[src/rtl/sa_pkg.sv]
// Shared systolic-array definitions: word width and lane packing helper.
// Latency: n/a (package only).
// Backpressure: n/a (package only).
package sa_pkg;

    // Width of one row word travelling into the array's west edge.
    localparam int DATA_W = 9;

    // Bit offset of lane `lane` inside a flat lane-packed bus (lane 0 at LSBs).
    function automatic int lane_lsb(input int lane);
        return lane * DATA_W;
    endfunction

endpackage

[src/rtl/skew_delay_line.sv]
// Fixed-depth shift register of {valid,data}; DEPTH=0 is a plain wire.
// Latency: exactly DEPTH cycles from i_vld/i_dat to o_vld/o_dat.
// Backpressure: none; shifts every cycle, so it holds at most DEPTH entries in flight.
module skew_delay_line #(
    parameter int DEPTH = 0,
    parameter int W     = 9
) (
    input  logic         i_clk,
    input  logic         i_rst,
    input  logic         i_vld,
    input  logic [W-1:0] i_dat,
    output logic         o_vld,
    output logic [W-1:0] o_dat
);

    generate
        if (DEPTH == 0) begin : g_pass
            // No storage: clock and reset are intentionally left unused here.
            logic w_unused;
            assign w_unused = i_clk ^ i_rst;
            assign o_vld    = i_vld;
            assign o_dat    = i_dat;
        end else begin : g_shift
            logic [DEPTH-1:0] r_vld;
            logic [W-1:0]     r_dat [DEPTH];

            // Shift valid and data together; reset flushes anything in flight.
            always_ff @(posedge i_clk) begin
                if (i_rst) begin
                    r_vld <= '0;
                    for (int i = 0; i < DEPTH; i++) begin
                        r_dat[i] <= '0;
                    end
                end else begin
                    r_vld[0] <= i_vld;
                    r_dat[0] <= i_dat;
                    for (int i = 1; i < DEPTH; i++) begin
                        r_vld[i] <= r_vld[i-1];
                        r_dat[i] <= r_dat[i-1];
                    end
                end
            end

            assign o_vld = r_vld[DEPTH-1];
            assign o_dat = r_dat[DEPTH-1];
        end
    endgenerate

endmodule

[src/rtl/row_skew_feeder.sv]
// Gathers serialized row words into a ROW-wide vector and launches it through a triangular skew.
// Latency: lane k valid for the cycle after edge T+1+k, where T is the edge accepting the last word/flush.
// Backpressure: none; every i_wren word is accepted and launches may occur every cycle.
module row_skew_feeder
    import sa_pkg::*;
#(
    parameter int ROW = 9
) (
    input  logic                       i_clk,
    input  logic                       i_rst,
    input  logic [DATA_W-1:0]          i_data,
    input  logic                       i_wren,
    input  logic                       i_flush,
    output logic [DATA_W*ROW-1:0]      o_data,
    output logic [ROW-1:0]             o_valid,
    output logic                       o_vec_done,
    output logic [$clog2(ROW+1)-1:0]   o_fill
);

    localparam int                FILL_W   = $clog2(ROW + 1);
    localparam logic [FILL_W-1:0] LAST_IDX = FILL_W'(ROW - 1);

    logic [FILL_W-1:0]       r_idx;
    logic [DATA_W-1:0]       r_gbuf [ROW];
    logic                    r_launch;
    logic                    w_launch;

    logic [ROW-1:0]          w_lane_vld;
    logic [DATA_W-1:0]       w_lane_dat [ROW];
    logic [ROW-1:0]          r_o_vld;
    logic [DATA_W*ROW-1:0]   r_o_dat;

    // Launch when the vector completes, or on a flush that has (or is adding) at least one word.
    always_comb begin
        w_launch = 1'b0;
        if (i_wren) begin
            w_launch = (r_idx == LAST_IDX) || i_flush;
        end else begin
            w_launch = i_flush && (r_idx != '0);
        end
    end

    // Gather buffer, write index and launch strobe; the buffer clears the cycle after a launch
    // unless a new word lands in that slot on the same edge.
    always_ff @(posedge i_clk) begin
        if (i_rst) begin
            r_idx    <= '0;
            r_launch <= 1'b0;
            for (int k = 0; k < ROW; k++) begin
                r_gbuf[k] <= '0;
            end
        end else begin
            r_launch <= w_launch;
            if (w_launch) begin
                r_idx <= '0;
            end else if (i_wren) begin
                r_idx <= r_idx + 1'b1;
            end
            for (int k = 0; k < ROW; k++) begin
                if (i_wren && (r_idx == FILL_W'(k))) begin
                    r_gbuf[k] <= i_data;
                end else if (r_launch) begin
                    r_gbuf[k] <= '0;
                end
            end
        end
    end

    // Lane k waits k extra cycles so the array sees a diagonal wavefront.
    generate
        for (genvar k = 0; k < ROW; k++) begin : g_lane
            skew_delay_line #(
                .DEPTH (k),
                .W     (DATA_W)
            ) u_skew (
                .i_clk (i_clk),
                .i_rst (i_rst),
                .i_vld (r_launch),
                .i_dat (r_gbuf[k]),
                .o_vld (w_lane_vld[k]),
                .o_dat (w_lane_dat[k])
            );
        end
    endgenerate

    // Output stage: valid is a one-cycle pulse per lane, data holds its last value when idle.
    always_ff @(posedge i_clk) begin
        if (i_rst) begin
            r_o_vld <= '0;
            r_o_dat <= '0;
        end else begin
            r_o_vld <= w_lane_vld;
            for (int k = 0; k < ROW; k++) begin
                if (w_lane_vld[k]) begin
                    r_o_dat[lane_lsb(k) +: DATA_W] <= w_lane_dat[k];
                end
            end
        end
    end

    assign o_data     = r_o_dat;
    assign o_valid    = r_o_vld;
    assign o_vec_done = r_o_vld[ROW-1];
    assign o_fill     = r_idx;

endmodule
[config.mk]
export PLATFORM = sky130hd
export DESIGN_NAME = row_skew_feeder
export DESIGN_NICKNAME = d
export VERILOG_FILES = /design/src/rtl/sa_pkg.sv /design/src/rtl/skew_delay_line.sv /design/src/rtl/row_skew_feeder.sv
export SDC_FILE = /design/constraint.sdc
export NUM_CORES = 1
export LEC_CHECK = 0
export CAP_MARGIN = 20
export CELL_PAD_IN_SITES_DETAIL_PLACEMENT = 0
export CELL_PAD_IN_SITES_GLOBAL_PLACEMENT = 1
export CORE_ASPECT_RATIO = 1.25
export CORE_UTILIZATION = 47
export DETAILED_ROUTE_END_ITERATION = 8
export PLACE_DENSITY_LB_ADDON = 0.1
export SLEW_MARGIN = 20
export SYNTH_ARGS = -nofsm -noshare
export SYNTH_HDL_FRONTEND = slang
export SYNTH_SLANG_ARGS = --single-unit
[constraint.sdc]
create_clock -name i_clk -period 2.6 [get_ports i_clk]
set_clock_uncertainty 0.15 [all_clocks]
set_input_delay 0.39 -clock i_clk [delete_from_list [all_inputs] [get_ports i_clk]]
set_output_delay 0.39 -clock i_clk [all_outputs]
set_load 0.01 [all_outputs]
# Word-level counts from Yosys, hierarchy flattened
# Memories as Yosys holds them, arrays and structs flattened. A register that Yosys moved wholly into a read port is not among the register bits.
# Index checks and enable logic that the tools add are counted.
# W data, S select, Z words.
[word_totals]
ramBits = 405
mem_count = 9
wordCells = 211
register_bits = 50
out_inout_bits = 95
[op_classes]
muxes = 114
addsub = 1
n_bitwise = 53
n_reduce_logical = 15
n_eq_ne = 8
[mem_list]
columns = ["name", "depth", "width", "read_ports", "rd_ports_with_merged_regs", "write_ports", "line_no", "source"]
rows = [
  ["r_gbuf", 9, 9, 9, 1, 9, "row_skew_feeder.sv:24", "logic [DATA_W-1:0] r_gbuf [ROW];"],
  ["g_lane[8].u_skew.g_shift.r_dat", 8, 9, 8, 1, 8, "skew_delay_line.sv:25", "logic [W-1:0] r_dat [DEPTH];"],
  ["g_lane[7].u_skew.g_shift.r_dat", 7, 9, 7, 1, 7, "skew_delay_line.sv:25", ""],
  ["g_lane[6].u_skew.g_shift.r_dat", 6, 9, 6, 1, 6, "skew_delay_line.sv:25", ""],
  ["g_lane[5].u_skew.g_shift.r_dat", 5, 9, 5, 1, 5, "skew_delay_line.sv:25", ""],
  ["g_lane[4].u_skew.g_shift.r_dat", 4, 9, 4, 1, 4, "skew_delay_line.sv:25", ""],
  ["+3 memories", "--", "--", "--", "--", "--", "--", ""],
]
[op_table]
columns = ["op", "count"]
rows = [
  ["$mux W9", 54],
  ["$mux W1", 60],
  ["$or A1 B1 Y1", 53],
  ["$eq A4 B3 Y1 const B", 4],
  ["$logic_and A1 B1 Y1", 10],
  ["$reduce_or A9 Y1", 1],
  ["$eq A4 B2 Y1 const B", 2],
  ["$add A4 B1 Y4 const B", 1],
  ["$eq A4 B1 Y1 const B", 1],
  ["$eq A4 B4 Y1 const B", 1],
  ["$logic_not A4 Y1", 1],
  ["$reduce_bool A4 Y1", 1],
  ["$reduce_or A2 Y1", 1],
  ["$logic_or A1 B1 Y1", 1],
]

# Longest topological paths before layout
[logic_depth]
ltp_word = 7
ltp_mapped = 7

# Hierarchy
# Synthesis repeated with hierarchy kept, for this count alone.
[unflattened]
cells_unflattened = 1439
area_unflattened_um2 = 17344.1
[modules_own_cells]
columns = ["module", "seq_area_each_um2", "instances", "area_each_um2", "cells_per_inst"]
rows = [
  ["row_skew_feeder", 4244.1, 1, 7050.5, 629],
  ["skew_delay_line at g_lane[8].u_skew", 1601.5, 1, 2209.6, 177],
  ["skew_delay_line at g_lane[7].u_skew", 1401.3, 1, 1874.3, 147],
  ["skew_delay_line at g_lane[6].u_skew", 1201.2, 1, 1674.1, 135],
  ["skew_delay_line at g_lane[5].u_skew", 1001.0, 1, 1406.3, 114],
  ["skew_delay_line at g_lane[4].u_skew", 800.8, 1, 1156.1, 84],
  ["skew_delay_line at g_lane[3].u_skew", 600.6, 1, 949.7, 72],
  ["skew_delay_line at g_lane[2].u_skew", 400.4, 1, 685.7, 51],
  ["skew_delay_line at g_lane[1].u_skew", 200.2, 1, 262.8, 20],
  ["skew_delay_line at g_lane[0].u_skew", 0.0, 1, 75.1, 10],
]

# Worst setup path after synthesis
# No wires, ideal clock.
[synth_path]
path_type = "reg-to-reg"
from = "register r_idx[0], in the netlist o_fill[0]"
to = "memory r_gbuf[3][0] (data pin)"
setup_ns = 0.268
t_required_ns = 2.182
n_path_buf = 2
path_stages_with_launch = 8
arrival_time_ns = 1.848
setup_slack_ns = 0.334
cell_sequence = "dfxtp_1 inv_1 ha_1 buf_6 a2111o_1 a22oi_4 buf_6 a21oi_1"
[synth_lines]
columns = ["element", "line_no", "source"]
rows = [
  ["start, declared", "row_skew_feeder.sv:23", "logic [FILL_W-1:0] r_idx;"],
  ["start signal, assigned", "row_skew_feeder.sv:57", "r_idx <= r_idx + 1'b1;"],
  ["end, declared", "row_skew_feeder.sv:24", ""],
]

# Final worst setup path
[layout_path]
from = "register r_idx[2], in the netlist o_fill[2]"
to = "output port o_fill[2]"
[layout_lines]
columns = ["element", "line_no", "source"]
rows = [
  ["end, declared", "row_skew_feeder.sv:17", "output logic [$clog2(ROW+1)-1:0] o_fill"],
]
# No word-level cell between the ends.

==> impl_results.md <==
* Fin crit share at 95.91%
* DP Area at 0.01672 mm2
* Terminus of the critical flop-to-flop path: r_gbuf[7][1]
* Global-route wire length before repair at 38.67 mm
* TNS Setup at 0 ns
* Synth warnings at 0
* Post-layout instance area at 0.01842 mm2
* DR DRC count at 0
* Critical Path AT at 1.95 ns
* Power density over the cells at 858.2 mW/mm2
* Routability Congestion at 0.7716
* Core area at 0.03197 mm2
* Slew margin rel. at 42.62%
* Initial Util at 48.07%
* M1 GR Usage at 19.32%
* Clock root buffer: clkbuf_16
* Antenna cells at 0
* WHS Endpoint: o_valid[0]
* Cts repair resizes at 0
* Nets at 1360
* CP required at 2.06 ns
* Dpl hpwl at 14.05 mm
* DRT Pass-1 Iters at 4
* Antenna violations before repair at 0
* Pwr Total at 15.81 mW
* Crit path max-delay family: flip-flops
* Gr busiest metal: met2
* Depth of the worst hold-timing path at 2
* Max Cap Violations at 0
* Fin. Hold Viols at 0
* RSZ-0062 raised after global routing: false
* Syn Nets at 1267
* Area delta synth->final at 19.86%
* Layout cell share with drive strength beyond 1 at 7.832%
* CP Capture Type: output port
* CTS tree: done
* DR vias/cell at 4.569
* Met3 Track Usage GR at 3.003%
* Fill cell count at 2718
* I/O pin total at 108
* Routed Antenna Nets at 0
* Cts hold-fix bufs at 0
* Flops & latches, synth at 500
* Die Y at 204.2 um
* Worst VDD drop at 488.9 uV
* Clk slew on worst S/H paths at 0.07 ns
* Cell variety after synth at 41
* Startpoint types: flip-flop
* Placement row count at 73
* Total track usage at 14.29%
* M2 GR Usage at 22.08%
* Status: finished clean
* Drt total wl at 23.33 mm
* Setup WS pre-CTS at 0.2316 ns
* Worst-path fanout max at 18
* Max Fclk at 401.0 MHz
* Die X at 163.7 um
* H-tree depth at 2
* Detailed Route Iter0 Violations at 503
* Max incr delay on CP at 0.75 ns
* Seq/Total Area, Yosys at 69.83%
* Die ar. at 0.03343 mm2
* Max stage delay cell, worst path: dfxtp_1
* Worst r2r path cells at 6
* Num CTS Buffers at 47
* Clock sinks at 500
* Mean post-synth cell area at 12.29 um2
* Worst path cell trace: clkdlybuf4s50_1
* Hold wc startpoint: i_rst
* Worst Hold Class: in -> reg
* Kind of critical path: reg -> out
* Slew at the pin closest to its max-slew limit at 0.8607 ns
* Gr ovfl total at 0
* Setup ws final at 0.1062 ns
* Clk Latency, worst-skew pair at 0.54 ns
* Post-CTS Setup Bufs at 0
* Leakage power at 6.900 nW
* Post-synthesis instance total at 1250
* Reg2reg setup slack at 0.21 ns
* WP depth at 1
* Buffers on Ports at 107
* Netlist Area Pre-Place at 0.01537 mm2
* Fin cells at 1791
* Dpl cells at 1705
* CTS max path bufs at 3
* Final Slew Violations at 0
* R2r startpoint: o_fill[0]
* Pin count of the biggest net entering global routing at 259
* Crit path time final at 2.494 ns
* Setup violators final at 0
* Via count at 8183
* Routed len/inst at 13.03 um
* Bufs and invs on worst path at 1
* Vias in the first global route at 7726
==> where the power goes <==
group	switching, mW	internal, mW
combinational	0.309	0.184
sequential	0.0623	8.07
clock	2.76	4.43
==> layout by cell type (no fill, tap or decap), types with 2 or more instances in the layout <==
| cell | n |
|---|---|
| clkinv_1 | 3 |
| inv_1 | 3 |
| clkdlybuf4s50_1 | 106 |
| inv_6 | 2 |
| o21ai_0 | 9 |
| clkbuf_16 | 49 |
| a21oi_1 | 63 |
| a21o_1 | 2 |
| nor2b_1 | 336 |
| xor2_1 | 2 |
| nor3b_2 | 3 |
| mux2i_1 | 82 |
| bufinv_16 | 7 |
| clkbuf_8 | 10 |
| nor2_1 | 83 |
| edfxtp_1 | 72 |
| o22ai_1 | 9 |
| buf_4 | 19 |
| nand2_1 | 24 |
| o2111ai_1 | 9 |
| dfxtp_1 | 428 |
| ha_1 | 4 |
| clkinv_2 | 8 |
| a211oi_1 | 4 |
| a311o_1 | 2 |
| clkbuf_1 | 5 |
| nand3_1 | 13 |
==> synth_stat cells (all sizes together) <==
master	instances	area, um2
o22ai	9	56.30
and4b	1	10.01
o31ai	1	12.51
a21oi	63	315.3
a32oi	1	16.27
buf	24	178.9
dfxtp	428	8568
nand3	13	65.06
nand4b	1	8.760
o2111ai	9	78.83
clkinv	1	3.750
a21boi	1	7.510
a21o	2	15.01
nor3b	4	45.05
a311o	2	20.02
a211oi	4	30.03
a2111o	1	11.26
and3	1	6.260
inv	3	11.26
or3	1	6.260
mux2	1	11.26
or3b	1	8.760
edfxtp	72	2162
ha	4	50.05
nand4	1	6.260
nor2b	336	2102
a22oi	1	21.27
o21ai	10	50.04
nand2	24	90.09
o21a	1	7.510
mux2i	82	820.8
nor2	84	317.8
xnor2	1	8.760
xor2	2	17.52
clkbuf	60	225.2
==> stage by stage <==
| step | utilization, % | hold slack (ns) |
|---|---|---|
| detailed placement | 52.29 | 0.2704 |
| global route | 57.61 | 0.01794 |
| floorplan | - | 0.2638 |
| finish | 57.61 | 0.02497 |
| CTS | 57.53 | 0.004435 |
| global placement | 52.29 | 0.2677 |
==> final cells by class <==
cell class	count	area, um2	share of cell area [%]
well taps	412	515.5	2.799
multi-input cells	662	4217	22.89
inverters	4	15.01	0.08152
clock inverters	21	291.5	1.583
repair buffers	128	1266	6.875
flip-flops and latches	500	10730	58.26
clock buffers	64	1383	7.507
==> kinds of logic (layout without fill, tap and decap cells) <==
family | count (synthesis) | in the layout | synth area share (%)
AOI/OAI and AO/OA | 105 | 105 | 4.177
xor gates and xnor gates | 3 | 3 | 0.1710
adders and majority gates | 4 | 4 | 0.3257
buffers and inverters | 88 | 217 | 2.728
DFF | 500 | 500 | 69.83
muxes | 83 | 83 | 5.415
and+or+nand+nor | 467 | 467 | 17.35
==> metal layers <==
layer	vias up	part of all wire (%)
met3	63	4.6
met5	-	0
met2	187	45
met1	3686	48
met4	0	3.0
li1	4247	-
==> state kept, by name (all words and copies together), names as in the netlist <==
| register | count |
|---|---|
| g_lane.u_skew.g_shift.r_dat | 324 |
| o_data | 81 |
| r_gbuf | 81 |
| o_valid | 9 |
| o_fill | 4 |
| r_launch | 1 |
==> worst max-delay path by stage <==
| stage | from | end | slack [ns] |
|---|---|---|---|
| 6_report | o_fill[2] | o_fill[2] | 0.11 |
| 5_1_grt | o_fill[2] | o_fill[2] | 0.02 |
| 4_1_cts | o_fill[2] | o_fill[2] | 0.08 |
| 3_5_place_dp | o_fill[0] | r_gbuf[1][7] | 0.23 |
| 3_3_place_gp | o_fill[0] | r_gbuf[7][2] | 0.29 |
| 2_1_floorplan | o_fill[0] | r_gbuf[3][0] | 0.33 |
Note: power is estimated with default switching activity, not from simulation.
